`config.mk`:
```
export PLATFORM = sky130hd
export DESIGN_NAME = seg_scan_driver
export DESIGN_NICKNAME = d
export VERILOG_FILES = /design/src/rtl/seg_scan_driver.sv
export SDC_FILE = /design/constraint.sdc
export NUM_CORES = 1
export LEC_CHECK = 0
export ABC_CLOCK_PERIOD_IN_PS = 3200
export CAP_MARGIN = 40
export CORE_ASPECT_RATIO = 0.8
export CORE_UTILIZATION = 55
export CTS_CLUSTER_DIAMETER = 30
export DETAILED_ROUTE_END_ITERATION = 16
export GPL_TIMING_DRIVEN = 0
export PLACE_DENSITY = 0.78
export SLEW_MARGIN = 0
export SYNTH_ARGS = -nofsm -noshare
export SYNTH_HDL_FRONTEND = slang
export SYNTH_SLANG_ARGS = --single-unit
```
`constraint.sdc`:
```
create_clock -name clk -period 3.2 [get_ports clk]
set_input_delay 0.64 -clock clk [delete_from_list [all_inputs] [get_ports clk]]
set_output_delay 0.64 -clock clk [all_outputs]
set_load 0.005 [all_outputs]
```
`src/rtl/seg_scan_driver.sv`:
```
// Two-digit multiplexed active-low 7-seg scanner: guard/show per digit, frame = 2*(DWELL+GUARD) cycles.
// Moore outputs from registered state; in_ready drops while a value is pending, and the value is committed at the frame boundary.
module seg_scan_driver #(
   parameter int DWELL    = 4,
   parameter int GUARD    = 1,
   parameter bit LZ_BLANK = 1'b0
) (
   input  logic       clk,
   input  logic       rst,
   input  logic       in_valid,
   input  logic [7:0] in_data,
   output logic       in_ready,
   output logic       segsel,
   output logic [6:0] segval,
   output logic       frame_done
);

   localparam int CMAX = (DWELL > GUARD) ? ((DWELL > 2) ? DWELL : 2)
                                         : ((GUARD > 2) ? GUARD : 2);
   localparam int CW = $clog2(CMAX);
   localparam logic [CW-1:0] DWELL_LAST = CW'(DWELL - 1);
   localparam logic [CW-1:0] GUARD_LAST = CW'((GUARD > 0) ? GUARD - 1 : 0);

   typedef enum logic [1:0] {S_LO_GUARD, S_LO_SHOW, S_HI_GUARD, S_HI_SHOW} state_t;
   localparam state_t S_RESET = (GUARD == 0) ? S_LO_SHOW : S_LO_GUARD;

   state_t        state, state_nxt;
   logic [CW-1:0] cnt, cnt_nxt;
   logic [7:0]    disp, pend;
   logic          pend_full;
   logic          last;
   state_t        tgt;

   function automatic logic [6:0] enc(input logic [3:0] v);
      case (v)
         4'h0: enc = 7'h40;  4'h1: enc = 7'h79;  4'h2: enc = 7'h24;  4'h3: enc = 7'h30;
         4'h4: enc = 7'h19;  4'h5: enc = 7'h12;  4'h6: enc = 7'h02;  4'h7: enc = 7'h78;
         4'h8: enc = 7'h00;  4'h9: enc = 7'h10;  4'hA: enc = 7'h08;  4'hB: enc = 7'h03;
         4'hC: enc = 7'h46;  4'hD: enc = 7'h21;  4'hE: enc = 7'h06;  4'hF: enc = 7'h0E;
         default: enc = 7'h7F;
      endcase
   endfunction

   always_ff @(posedge clk) begin
      if (rst) begin
         state <= S_RESET;
         cnt   <= '0;
      end else begin
         state <= state_nxt;
         cnt   <= cnt_nxt;
      end
   end

   // Guard states are skipped entirely when GUARD == 0.
   always_comb begin
      state_nxt = state;
      cnt_nxt   = cnt + CW'(1);
      last      = 1'b0;
      tgt       = state;
      case (state)
         S_LO_GUARD: begin last = (cnt == GUARD_LAST); tgt = S_LO_SHOW; end
         S_LO_SHOW:  begin last = (cnt == DWELL_LAST); tgt = (GUARD == 0) ? S_HI_SHOW : S_HI_GUARD; end
         S_HI_GUARD: begin last = (cnt == GUARD_LAST); tgt = S_HI_SHOW; end
         S_HI_SHOW:  begin last = (cnt == DWELL_LAST); tgt = (GUARD == 0) ? S_LO_SHOW : S_LO_GUARD; end
         default:    begin last = 1'b1; tgt = S_RESET; end
      endcase
      if (last) begin
         state_nxt = tgt;
         cnt_nxt   = '0;
      end
   end

   always_comb begin
      segsel     = (state == S_HI_GUARD) || (state == S_HI_SHOW);
      segval     = 7'h7F;
      frame_done = (state == S_HI_SHOW) && (cnt == DWELL_LAST);
      case (state)
         S_LO_SHOW: segval = enc(disp[3:0]);
         S_HI_SHOW: segval = (LZ_BLANK && disp[7:4] == 4'h0) ? 7'h7F : enc(disp[7:4]);
         default:   segval = 7'h7F;
      endcase
   end

   // Commit needs pend_full and accept needs !pend_full, so the two never collide.
   always_ff @(posedge clk) begin
      if (rst) begin
         disp      <= 8'h00;
         pend      <= 8'h00;
         pend_full <= 1'b0;
      end else if (frame_done && pend_full) begin
         disp      <= pend;
         pend_full <= 1'b0;
      end else if (in_valid && !pend_full) begin
         pend      <= in_data;
         pend_full <= 1'b1;
      end
   end

   assign in_ready = ~pend_full;

endmodule

```
==> Yosys cells after proc, flatten, opt, wreduce, memory -nomap -nowiden <==
Memory sizes are Yosys's and may differ from the RTL's. A register that Yosys moved wholly into a read port is not among the register bits.
Index checks and enable logic that the tools add are counted.
{ "classes": {"addsub": 1, "n_eq_ne": 4, "n_mux": 7, "bitwise_logic": 2, "n_reduce_logical": 12} }
{ "ops": {"columns": ["op", "n"], "rows": [
  ["$mux W4", 4],
  ["$pmux W7 S2", 1],
  ["$pmux W2 S4", 1],
  ["$reduce_or A2 Y1", 4],
  ["$eq A2 B2 Y1 const B", 3],
  ["$logic_not A2 Y1", 2],
  ["$logic_and A1 B1 Y1", 3],
  ["$add A2 B1 Y2 const B", 1],
  ["$eq A2 B1 Y1 const B", 1],
  ["$not A1 Y1", 2],
  ["$pmux W1 S2", 1],
  ["$reduce_and A2 Y1", 1],
  ["$logic_not A1 Y1", 1],
  ["$logic_or A1 B1 Y1", 1]
]} }
{ "totals": {"register_bits": 21, "mem_bits_ro": 224, "in_bits": 11, "word_cells": 33, "mem_count": 2} }
{ "memory_table": {"columns": ["name", "words", "word_bits", "rd", "rd_ports_with_merged_regs", "wr", "line", "text"], "rows": [
  ["(no name shown)", 16, 7, 1, 1, 0, "35", "case (v)"],
  ["(no name shown)", 16, 7, 1, 1, 0, "35", null]
]} }

==> Logic depth before layout (Yosys ltp) <==
{ "logic_depth": {"depth_word": 5, "mapped_depth": 11, "depth_no_buf": 9} }

==> Worst setup path before layout <==
Ideal clock, no wire load.
{ "synth_timing": {"kind": "reg2reg", "startpoint": "register cnt[0]", "endpoint": "register (tool-made name)", "arrival_time_ps": 2329, "required_ps": 3126, "slack_ps": 797, "path_stages_with_launch": 11, "n_path_buf": 2, "period_less_slack_ps": 2403, "cell_sequence": "dfxtp_1 -> ha_1 -> and3_1 -> buf_6 -> buf_4 -> nand2_1 -> a21oi_1 -> inv_1 -> ha_1 -> or4_1 -> o21ai_0"} }
{ "synth_rtl": {"columns": ["element", "line", "text"], "rows": [
  ["from (decl)", "28", "logic [CW-1:0] cnt, cnt_nxt;"],
  ["from (signal assigned)", "50", "cnt <= cnt_nxt;"]
]} }

==> results.ini <==
[outcome]
status = finished clean

[placement]
dp_hpwl_um = 2930
portBuffers = 20
gp_congestion = 0.858

[die]
die_w_um = 68.9
initial_core_util = 0.575
die_area_mm2 = 0.00382
core_mm2 = 0.00342
boundaryPins = 21
dieHeight_um = 55.5
num_rows = 19

[route]
wl_met2_um = 1660
wl_met3_um = 137
drc = 0
firstDrtPassIters = 4
vias = 1555
met1Wirelength_um = 1970
routed_wl_um = 3810
wl_per_cell_um = 13.3
vias_per_cell = 5.42
antenna_left = 0
drt_iter0_drc = 63
top_layer_used = met4

[worst_hold_path]
min_path_type = reg -> reg
holdPathStages = 1

[logic_synthesis]
postSynth.asyncResetShare = 0
synth.ff_latch_count = 35
ys.flop_type = dfxtp_1
yosysWarnings = 0
synth_area_mm2 = 0.00197
synth.distinct_cells = 40
seq_area_frac_synth = 0.356
syn_nets = 246
avgSynthCellArea_um2 = 9.06
synth_edf_count = 0
syn_inst = 217

[clock_tree]
postCtsSetupRepairBufs = 0
clock-root-buffer = clkbuf_8
h-tree-depth = 2
cts_buffers = 5
cts_tree = done
cts_sinks = 35
holdBufCountCts = 0
path_clk_slew_ns = 0.06
cts_resized = 0
clk_latency_ns = 0.29
clockBufferDepth = 2

[sta]
timing.final.crit_share = 0.874
slew_violations = 0
hold_viol = 0
post-route-min-period_ns = 2.80
max_slew.worst_pin.slew_ns = 0.559
tns_ns = 0
setup_viol = 0
max-slew-margin-rel = 0.627
fmax_mhz = 358
fin_skew_ns = 0.0108
grt_setup_unrepaired = false

[setup_path]
reg2reg_slack_ns = 0.40
crit_slowest_cell = or4_1
end_kind = register
cp.arrival_ns = 3.00
path_max_fanout = 10
cp_slowest_stage_delay_ns = 0.50
crit_path_start_kind = register
ff2ff_path_depth = 10
cp_cell_sequence = ha_1 -> and3_1 -> buf_6 -> buf_4 -> nand2_1 -> a21oi_1 -> inv_1 -> ha_1 -> or4_1 -> o21ai_0
critPathRequiredTime_ns = 3.40
setup.worst_path.class = reg -> reg
crit_top_cell = ha_1

[layout]
post-route-util = 0.678
drive_above_1_share = 0.0816
final_cell_mix = dfxtp_1 (35), nand2_1 (20), clkdlybuf4s50_1 (20)
multi_input_area_mm2 = 0.00114
nNetsFinal = 273
final_common_cell = dfxtp_1
register_area_um2 = 701
insertedDiodeCount = 0
n_fill_cell = 306
area_delta_synth_final_pct = 17.9

[power]
power_mw = 1.15
leakagePower_nw = 0.964
power_density_mw_per_mm2 = 495
peakVddDrop_uv = 336

[global_routing]
grt_util_all_layers = 0.233
gr-total-overflow = 0
grt_pass1_vias = 1349
grt_pass1_wl_um = 6430
grt_max_degree = 11
antenna_found_initial = 0

[job]
maxCapViolations = 0

## cell usage after synthesis, drive strengths merged (2+ instances only)
library cell,instances,share of area
clkbuf,3,0.0057
nor4b,2,0.0089
nor2,12,0.023
nand2,20,0.038
nor3b,10,0.038
a211oi,4,0.015
and3,3,0.0095
nand3,6,0.015
nor2b,6,0.019
nor3,6,0.015
a21o,2,0.0076
o21ai,4,0.010
mux2i,20,0.12
buf,9,0.026
or2,2,0.0064
a21oi,7,0.018
o221ai,2,0.0089
inv,18,0.034
o22ai,5,0.016
a31oi,2,0.0064
dfxtp,35,0.36
ha,18,0.11
and2b,2,0.0076
o31ai,2,0.0076
a22oi,8,0.031
## power breakdown
part           leakage [nW]  internal (mW)  switching [mW]  total (mW)
logic                 0.628          0.184           0.135       0.319
registers             0.284          0.462          0.0217       0.484
clock network        0.0515          0.196           0.149       0.345
total                 0.964          0.842           0.306        1.15
## per-stage QoR
step / cell area (µm²) / cells / hold slack [ns] / setup slack [ns]
floorplan: 1970 / 217 / 0.427 / 0.797
global placement: 2220 / 279 / 0.444 / 0.216
detailed placement: 2220 / 279 / 0.446 / 0.221
CTS: 2320 / 287 / 0.454 / 0.440
global route: 2320 / 287 / 0.488 / 0.217
finish: 2320 / 287 / 0.450 / 0.403
## area by class of cell
| cell class | instances | share of cell area |
|---|---|---|
| clock buffer | 8 | 0.0432 |
| buffer | 12 | 0.0270 |
| timing repair buffer | 20 | 0.0863 |
| multi-input combinational | 152 | 0.490 |
| sequential | 35 | 0.302 |
| tap | 42 | 0.0227 |
| inverter | 18 | 0.0291 |
## cell families (layout without fill, tap and decap cells)
kind of cell               Yosys count  after routing  share of synthesized area
AOI/OAI and AO/OA                   40             40                      0.139
adders and majority gates           18             18                      0.115
buffers and inverters               30             58                     0.0662
DFF                                 35             35                      0.356
muxes                               21             21                      0.128
and+or+nand+nor                     73             73                      0.196
## layer usage
metal / up-vias / GRT usage
met1: 701 / 0.351
met5: - / 0
met4: 0 / 0.0962
met2: 35 / 0.318
met3: 7 / 0.0496
li1: 812 / -
## worst max-delay path, delay by kind of cell (launching register included)
kind | cells | cell delay, ns
and+or+nand+nor | 3 | 0.80
AOI/OAI and AO/OA | 2 | 0.48
adders and majority gates | 2 | 0.56
DFF | 1 | 0.35
buffers and inverters | 3 | 0.52
## final timing paths
path	start	end
setup reg to reg	cnt[0]	register
hold reg to reg	cnt[0]	cnt[0]
setup / recovery	cnt[0]	register
hold / removal	cnt[0]	cnt[0]
(Power assumes the default switching activity.)
